===== src/rtl/scratch_arbiter.sv =====
// Scratch RAM port arbiter: fixed stack priority, starvation-bounded execute access,
// and a lock that keeps multi-cycle stack sequences atomic.
module scratch_arbiter #(
    parameter int ADDR_W   = 8,
    parameter int DATA_W   = 10,
    parameter int MAX_WAIT = 3
) (
    input  logic              clk,
    input  logic              reset,
    input  logic              stk_req,
    input  logic              stk_we,
    input  logic              stk_lock,
    input  logic [ADDR_W-1:0] stk_addr,
    input  logic [DATA_W-1:0] stk_wdata,
    input  logic              ex_req,
    input  logic              ex_we,
    input  logic [ADDR_W-1:0] ex_addr,
    input  logic [DATA_W-1:0] ex_wdata,
    input  logic [DATA_W-1:0] ram_rdata,
    output logic              stk_gnt,
    output logic              ex_gnt,
    output logic              stk_stall,
    output logic              ex_stall,
    output logic              stk_rvalid,
    output logic              ex_rvalid,
    output logic [DATA_W-1:0] rdata,
    output logic              ram_we,
    output logic [ADDR_W-1:0] ram_addr,
    output logic [DATA_W-1:0] ram_wdata,
    output logic              dbg_state,
    output logic [3:0]        dbg_starve_cnt
);

    localparam logic [0:0] IDLE   = 1'b0;
    localparam logic [0:0] LOCKED = 1'b1;
    localparam logic [3:0] MAX_CNT = 4'(MAX_WAIT);

    logic [0:0] state;
    logic [0:0] state_nxt;
    logic [3:0] starve_cnt;
    logic [3:0] starve_nxt;

    // Priority: reset, lock ownership, starved ex, stack, ex.
    always_comb begin
        stk_gnt = 1'b0;
        ex_gnt  = 1'b0;
        if (!reset) begin
            if (state == LOCKED) begin
                stk_gnt = stk_req;
            end else if (ex_req && (starve_cnt == MAX_CNT)) begin
                ex_gnt = 1'b1;
            end else if (stk_req) begin
                stk_gnt = 1'b1;
            end else if (ex_req) begin
                ex_gnt = 1'b1;
            end
        end
    end

    assign stk_stall = stk_req && !stk_gnt;
    assign ex_stall  = ex_req && !ex_gnt;
    assign rdata     = ram_rdata;

    always_comb begin
        ram_we    = 1'b0;
        ram_addr  = '0;
        ram_wdata = '0;
        if (stk_gnt) begin
            ram_we    = stk_we;
            ram_addr  = stk_addr;
            ram_wdata = stk_wdata;
        end else if (ex_gnt) begin
            ram_we    = ex_we;
            ram_addr  = ex_addr;
            ram_wdata = ex_wdata;
        end
    end

    always_comb begin
        state_nxt = state;
        case (state)
            IDLE:    if (stk_gnt && stk_lock) state_nxt = LOCKED;
            LOCKED:  if (!stk_lock) state_nxt = IDLE;
            default: state_nxt = IDLE;
        endcase
    end

    // Counting carries on through a lock so ex wins right after it releases.
    always_comb begin
        starve_nxt = starve_cnt;
        if (ex_gnt || !ex_req) begin
            starve_nxt = 4'd0;
        end else if (starve_cnt < MAX_CNT) begin
            starve_nxt = starve_cnt + 4'd1;
        end
    end

    always_ff @(posedge clk) begin
        if (reset) begin
            state      <= IDLE;
            starve_cnt <= 4'd0;
            stk_rvalid <= 1'b0;
            ex_rvalid  <= 1'b0;
        end else begin
            state      <= state_nxt;
            starve_cnt <= starve_nxt;
            stk_rvalid <= stk_gnt && !stk_we;
            ex_rvalid  <= ex_gnt && !ex_we;
        end
    end

    assign dbg_state      = state;
    assign dbg_starve_cnt = starve_cnt;

endmodule


===== config.mk =====
export PLATFORM = sky130hd
export DESIGN_NAME = scratch_arbiter
export DESIGN_NICKNAME = d
export VERILOG_FILES = /design/src/rtl/scratch_arbiter.sv
export SDC_FILE = /design/constraint.sdc
export NUM_CORES = 1
export LEC_CHECK = 0
export CAP_MARGIN = 20
export CORE_UTILIZATION = 20
export CTS_BUF_LIST = sky130_fd_sc_hd__clkbuf_16
export DETAILED_ROUTE_END_ITERATION = 10
export PLACE_DENSITY = 0.76
export SKIP_LAST_GASP = 1
export SYNTH_ARGS = -nofsm -noshare
export SYNTH_HDL_FRONTEND = slang
export SYNTH_SLANG_ARGS = --single-unit

===== constraint.sdc =====
create_clock -name clk -period 1.87 [get_ports clk]
set_input_delay 0.374 -clock clk [delete_from_list [all_inputs] [get_ports clk]]
set_output_delay 0.374 -clock clk [all_outputs]
set_load 0.1 [all_outputs]

==> results of run 1 <==
## per-stage QoR
| step | setup TNS [ps] | area (µm²) | util | power (W) |
|---|---|---|---|---|
| floorplan | -8340 | 810 | - | 0.000599 |
| global placement | -9070 | 1890 | 0.673 | 0.000766 |
| detailed placement | -9900 | 1890 | 0.673 | 0.000775 |
| CTS | -9400 | 2100 | 0.747 | 0.00116 |
| global route | -11530 | 2100 | 0.748 | 0.00119 |
| finish | -10570 | 2100 | 0.748 | 0.00115 |
## worst min-delay path: stages
cell and delay (ps):
dlygate4sd2_1 250, nand2b_1 100, nor3_1 60
## path summary, 6_finish.rpt
check	from	to	slack, ps	cells after the start
worst max-delay path	dbg_starve_cnt[0]	ram_addr[1]	-500	6
worst min-delay path	stk_req	stk_rvalid	600	3
worst max register to register	dbg_starve_cnt[0]	dbg_starve_cnt[3]	20	8
worst min register to register	dbg_state	dbg_state	610	2
## metal layers
| metal | vias up | share of wire | track usage |
|---|---|---|---|
| met2 | 47 | 0.58 | 0.446 |
| li1 | 418 | - | - |
| met5 | - | 0 | 0 |
| met3 | 12 | 0.079 | 0.0737 |
| met1 | 447 | 0.32 | 0.208 |
| met4 | 0 | 0.023 | 0.0643 |
## layout by cell type (no fill, tap or decap), drive strengths merged
cell and instances:
dfxtp 7, dlygate4sd2 3, nor3b 1, buf 59
and3 2, or2b 1, a21o 1, nand4bb 1
or3b 1, nand2b 1, o21a 2, clkdlybuf4s50 39
xnor2 1, nor2b 1, a22o 19, clkbuf 3
nor2 1, mux2i 1, ha 1, nor3 5
a21oi 2, inv 1, a211oi 1, o21ba 1
## where the power goes
| part | internal, W | switching [W] | leakage [nW] |
|---|---|---|---|
| sequential | 0.000152 | 0.00000550 | 0.0599 |
| combinational | 0.000283 | 0.000348 | 0.822 |
| clock | 0.000278 | 0.0000788 | 0.0423 |
| total | 0.000714 | 0.000433 | 0.924 |
## area by class of cell
type                            count  area (µm²)
Sequential cell                     7         151
Fill cell                         196         706
Clock buffer                        3        75.1
Multi-Input combinational cell     43         574
Tap cell                           31        38.8
Clock inverter                      1        3.75
Timing Repair Buffer              101        1260
## cells in the mapped netlist (all sizes together), types with 2 or more instances
library cell,n
a22o,19
and3,2
dfxtp,7
a21oi,2
nor3,5
buf,13
o21a,2
## kinds of logic after synthesis
| family | Yosys count | synth area share |
|---|---|---|
| compound gates | 26 | 0.383 |
| buf+inv | 14 | 0.178 |
| simple gates | 14 | 0.153 |
| flops | 7 | 0.234 |
| xor+xnor | 1 | 0.0146 |
| mux | 1 | 0.0167 |
| fa+ha+maj | 1 | 0.0209 |
## flip-flops by register name, indices dropped and copies added, names as in the netlist
signal	cells
dbg_starve_cnt	4
dbg_state	1
ex_rvalid	1
stk_rvalid	1
## what timing repair did
action / 4_1_cts / 5_1_grt
hold endpoints to repair: 0 / 0
gates resized for setup: 12 / 10
hold buffers: 0 / 0
gates cloned: 2 / 1
pin swaps: 4 / 7
setup endpoints to repair: 23 / 26
setup buffers: 5 / 6
==> flow_summary.ini, run 1 <==
[route]
drc = 19
num_vias = 924
drt_iter0_drc = 50
firstDrtPassIters = 7
wl_per_cell_um = 18.6
detail-route-antenna-nets = 0
route.final.wire_length_um = 3470
vias_per_cell = 4.97

[power]
irDropWorstVdd_v = 0.000505
power.density_nw_per_um2 = 546
leakagePower_nw = 0.924

[synth]
synth_cells = 64
yosys.area.top_type = a22o_1
synthTopCellsByArea = a22o_1, dfxtp_1, buf_4
yosys.area.top_type_share = 0.278
syn-num-nets = 118
async_reset_ff_frac = 0
netlist_area_um2 = 598
syn_area_per_cell_um2 = 9.34
yosysWarningCount = 0
ys_seq_area_frac = 0.234
post_synth_num_cell_types = 23
synth-seq-cells = 7
synth-edff-count = 0
synth_ff_type = dfxtp_1

[sta]
rsz0062_at_grt = true
period_needed_ps = 2370
tightest_slew_ps = 412
final_hold_viol_count = 0
fmax_mhz = 423
setup_viol = 23
clock_skew_ps = 0.484
slew_headroom = 0.723
worst_slack_ps = -496
holdWs_ps = 604
timing.final.crit_share = 1.27
slew_violations = 0

[placement]
pre_cts_slack_ps = -474
place_hpwl_um = 2450
placed_cells = 173
io_buffers = 72
place_congestion = 0.765

[worst_setup_path]
path_delay_family = compound AO/OA/AOI/OAI gates
cp.required_ps = 1500
critPathMaxStageDelay_ps = 400
crit_chain = ha_4, or3b_4, a211oi_4, buf_6, a22o_4, buf_12
worstPathBufferInverterCount = 2
critPathKind = reg -> out
cp_slowest_cell = or3b_4
arrival_ps = 1990
cp_max_fo = 5
critPathLaunchType = flip-flop
cp-end-kind = primary output

[global_route]
grt_pass1_vias = 1054
grt_max_degree = 11
grt_first_pass_wirelength_um = 5350
antenna_found_initial = 0
grtUsageTotal = 0.222
gr-total-overflow = 0

[floorplanning]
boundaryPins = 93
die-area_um2 = 3210
core.rowCount = 19
core_area_um2 = 2810
die_w_um = 56.7
initial_core_util = 0.213
die_y_um = 56.7

[cells_and_area]
final_nets = 210
antenna_cells = 0
final_cells = 186
syn_to_final_growth_pct = 251
drive_gt1_frac = 0.613

[clocking]
cts_buffer_depth = 2
clk_latency_ps = 230
numCtsBuffers = 3
tritoncts = built
htreeDepth = 1
cts-root-buf = clkbuf_16
clk_pin_slew_ps = 40
cts.sinks = 7

[outcome]
status = complete, but fails checks
violations = design-rule violations, negative setup slack

[worst_hold_path]
hold_class = in -> reg

[flow_run]
cap_violations = 0
No activity file was read; power rests on OpenSTA's default activity.
==> run 2: changes to the inputs <==
--- a/config.mk
+++ b/config.mk
@@ -6,6 +6,7 @@
 export NUM_CORES = 1
 export LEC_CHECK = 0
 export CAP_MARGIN = 20
+export CORE_ASPECT_RATIO = 1.4
 export CORE_UTILIZATION = 20
 export CTS_BUF_LIST = sky130_fd_sc_hd__clkbuf_16
 export DETAILED_ROUTE_END_ITERATION = 10
==> flow_summary.ini, run 2 (synthesis gave the netlist of run 1 again) <==
[outcome]
status = complete, but fails checks
violations = negative setup slack

[placement]
io_buffers = 72
place_hpwl_um = 2350
pre_cts_slack_ps = -495
place_area_um2 = 1920
place_congestion = 0.789

[route]
firstDrtPassIters = 4
vias_per_cell = 4.76
drc = 0
route.final.wire_length_um = 3130
drt_iter0_drc = 19
detail-route-antenna-nets = 0
routed.top_layer = met4
num_vias = 886
wl_met2_um = 1680
wl_per_cell_um = 16.8
wl_met3_um = 279
drt-met1-wl_um = 1100

[cells_and_area]
syn_to_final_growth_pct = 248
antenna_cells = 0
final_common_cell = clkdlybuf4s50_1
final_nets = 204
fillers = 172
largest_reg_flops = 4
final_core_util = 0.731
seqCellArea_um2 = 151
final_cell_area_um2 = 2080
drive_gt1_frac = 0.597
multi_input_area_um2 = 577
final_cell_mix = clkdlybuf4s50_1, buf_12, a22o_4, buf_4, nor3_1

[worst_setup_path]
cp_max_fo = 10
critPathLaunchType = flip-flop
cp.required_ps = 1500
arrival_ps = 1980
critPathKind = reg -> out
cp_slowest_cell = or3b_4
path_delay_family = buffers and inverters
cp-end-kind = primary output
crit_chain = ha_4, or3b_4, a211oi_4, buf_4, buf_12, a22o_4, buf_12
worstPathBufferInverterCount = 3
critPathMaxStageDelay_ps = 410
crit_path_frequent_cell = buf_12

[sta]
final_hold_viol_count = 0
rsz0062_at_grt = true
slew_headroom = 0.716
slew_violations = 0
fmax_mhz = 425
period_needed_ps = 2350
tightest_slew_ps = 423
worst_slack_ps = -483
timing.final.crit_share = 1.26
setup_viol = 22
holdWs_ps = 602
clock_skew_ps = 1.25

[floorplanning]
die_y_um = 66.7
core_area_um2 = 2850
initial_core_util = 0.210
boundaryPins = 93
core.rowCount = 23
die_w_um = 48.2
die-area_um2 = 3220

[power]
report.power.total_w = 0.00115
power.density_nw_per_um2 = 551
switching_share = 0.376
power_frac_comb = 0.551
irDropWorstVdd_v = 0.000521
p_sw_w = 0.000431
leakagePower_nw = 0.910
p_clk_frac = 0.311
p_int_w = 0.000716
seqPwrFrac = 0.138

[clocking]
clk_latency_ps = 230
numCtsBuffers = 3
cts-root-buf = clkbuf_16
htreeDepth = 1
cts_buffer_depth = 2
cts.sinks = 7
cts_hold_buf = 0
tritoncts = built
clk_pin_slew_ps = 40

[global_route]
grt_pass1_vias = 903
grtUsageTotal = 0.203
gr-total-overflow = 0
antenna_found_initial = 0
grt_max_degree = 13
grt_first_pass_wirelength_um = 4350

[flow_run]
cap_violations = 0

[worst_hold_path]
hold_class = in -> reg
-- run 2: what timing repair did --
item                       CTS  global route
gates resized for setup     11             0
setup buffers                2             0
gates cloned                 1             0
setup endpoints to repair   23            23
pin swaps                    5             2
-- run 2: metrics by stage --
| stage | std cells | setup TNS, ps |
|---|---|---|
| after floorplan | 64 | -8340 |
| after global placement | 179 | -9010 |
| after detailed placement | 179 | -10290 |
| after CTS | 186 | -8880 |
| after global routing | 186 | -10580 |
| final | 186 | -9740 |
-- run 2: layout make-up --
type	count	share of cell area
sequential	7	0.0727
clock buffer	3	0.0360
multi-input combinational	43	0.277
tap	37	0.0222
timing repair buffer	95	0.590
clock inverter	1	0.00180
-- run 2: power by group through the flow --
stage / sequential [W] / clock [W] / combinational (W)
finish: 0.000158 / 0.000357 / 0.000632
global placement: 0.000159 / 0 / 0.000612
floorplan: 0.000187 / 0 / 0.000413
CTS: 0.000158 / 0.000364 / 0.000633
detailed placement: 0.000160 / 0 / 0.000621
global route: 0.000159 / 0.000381 / 0.000650
-- run 2: layer usage --
metal  vias to the layer above  GRT usage
li1                        411          -
met1                       417      0.204
met2                        52      0.347
met3                         6     0.0759
met4                         0     0.0938
met5                         -          0
-- run 2: final timing paths --
path	startpoint	to	slack, ps	cells past startpoint
setup / recovery	dbg_starve_cnt[1]	ram_wdata[9]	-480	7
hold / removal	stk_req	stk_rvalid	600	3
setup reg to reg	dbg_starve_cnt[1]	ex_rvalid	220	6
hold reg to reg	dbg_state	dbg_state	630	2
-- run 2: worst reg2reg max path, stage by stage (launching register included) --
cell and delay, ps:
dfxtp_4 350, ha_4 120, or3b_4 410, buf_6 130, a21o_1 170, buf_4 140, nor3_1 220
==> run 3: changes to the inputs <==
--- a/config.mk
+++ b/config.mk
@@ -8,7 +8,6 @@
 export CAP_MARGIN = 20
 export CORE_ASPECT_RATIO = 1.4
 export CORE_UTILIZATION = 20
-export CTS_BUF_LIST = sky130_fd_sc_hd__clkbuf_16
 export DETAILED_ROUTE_END_ITERATION = 10
 export PLACE_DENSITY = 0.76
 export SKIP_LAST_GASP = 1
==> flow_summary.ini, run 3 (synthesis gave the netlist of run 1 again) <==
[cells_and_area]
final_cell_mix = clkdlybuf4s50_1, buf_12, a22o_4
drive_gt1_frac = 0.587
fillers = 184
final_cell_area_um2 = 2050
largest_reg_flops = 4
final_common_cell = clkdlybuf4s50_1
final_nets = 205
antenna_cells = 0
syn_to_final_growth_pct = 243

[floorplanning]
initial_core_util = 0.210
die-area_um2 = 3220
boundaryPins = 93
die_y_um = 66.7
core.rowCount = 23
die_w_um = 48.2
core_area_um2 = 2850

[sta]
setup_viol = 23
clock_skew_ps = 2.95
tightest_slew_ps = 366
timing.final.crit_share = 1.24
period_needed_ps = 2320
slew_headroom = 0.754
worst_slack_ps = -446
final_hold_viol_count = 0
slew_violations = 0
tns_ps = -8810
fmax_mhz = 432
rsz0062_at_grt = true
holdWs_ps = 626

[clocking]
tritoncts = built
cts-root-buf = clkbuf_8
cts_hold_buf = 0
numCtsBuffers = 3
clk_pin_slew_ps = 40
cts_buffer_depth = 2
htreeDepth = 1
cts.sinks = 7
clk_latency_ps = 230

[worst_setup_path]
critPathMaxStageDelay_ps = 400
ff2ff_path_depth = 7
r2r-end = dbg_starve_cnt[2]
timing.reg2reg.setup_slack_ps = 140
cp_slowest_cell = or3b_4
worstSetupPathDepth = 7
cp-end-kind = primary output
critPathKind = reg -> out
crit_chain = ha_4, or3b_4, a211oi_4, buf_6, buf_16, a22o_4, buf_12
crit_end = ram_wdata[2]
cp.required_ps = 1500
arrival_ps = 1940
cp_max_fo = 5
worstPathBufferInverterCount = 3
path_delay_family = buffers and inverters
reg2reg_from = dbg_starve_cnt[1]
critPathLaunchType = flip-flop
critPathLaunch = dbg_starve_cnt[1]

[global_route]
gr-total-overflow = 0
antenna_found_initial = 0
grtUsageTotal = 0.204
grt_pass1_vias = 951
grt_first_pass_wirelength_um = 4420
grt_max_degree = 13

[route]
vias_per_cell = 4.76
drt_iter0_drc = 15
wl_per_cell_um = 17.2
firstDrtPassIters = 4
route.final.wire_length_um = 3210
drc = 0
num_vias = 891
detail-route-antenna-nets = 0

[outcome]
violations = negative setup slack
status = complete, but fails checks

[placement]
place_congestion = 0.789
place_hpwl_um = 2350
place_area_um2 = 1920
io_buffers = 72

[power]
leakagePower_nw = 0.891
report.power.total_w = 0.00100
power.density_nw_per_um2 = 490
irDropWorstVdd_v = 0.000522

[worst_hold_path]
hold_class = in -> reg

[flow_run]
cap_violations = 0
[run 3: layer usage]
layer / global-route usage / share of wire / vias up
met1: 0.180 / 0.31 / 409
met3: 0.0650 / 0.092 / 10
met4: 0.108 / 0.026 / 0
met5: 0 / 0 / -
li1: - / - / 414
met2: 0.377 / 0.57 / 58
[run 3: area by class of cell]
cell class | instances | area (µm²) | area share
well taps | 37 | 46.3 | 0.0226
repair buffers | 96 | 1250 | 0.612
multi-input cells | 43 | 553 | 0.270
clock buffers | 4 | 45.0 | 0.0220
flip-flops and latches | 7 | 151 | 0.0739
[run 3: worst min path at each step]
stage,cells after the start,startpoint,endpoint
after floorplan,1,reset,dbg_state
after global placement,2,dbg_state,dbg_state
after detailed placement,2,dbg_state,dbg_state
after CTS,2,dbg_starve_cnt[2],dbg_starve_cnt[2]
after global routing,3,reset,dbg_state
final,3,reset,dbg_state
[run 3: metrics by stage]
stage	worst slack, ps	util	instances
floorplan	-461	-	64
global placement	-434	0.674	179
detailed placement	-495	0.674	179
CTS	-444	0.725	188
global route	-496	0.719	187
finish	-446	0.719	187
[run 3: tightest hold or removal path, cell delays in order]
cell	delay (ps)
dlygate4sd2_1	260
buf_4	130
nor3b_1	40
[run 3: what timing repair did]
item,CTS,global route
pin swaps,3,1
resized for setup,10,1
gates cloned,2,0
endpoints found under the setup margin,23,23
buffers inserted,3,0
[run 3: report_power, final]
group          leakage (nW)  switching, W  internal, W  total, W
Sequential           0.0599    0.00000572     0.000152  0.000158
Clock                0.0228     0.0000634     0.000147  0.000211
Combinational         0.808      0.000348     0.000288  0.000636
Total                 0.891      0.000417     0.000587   0.00100
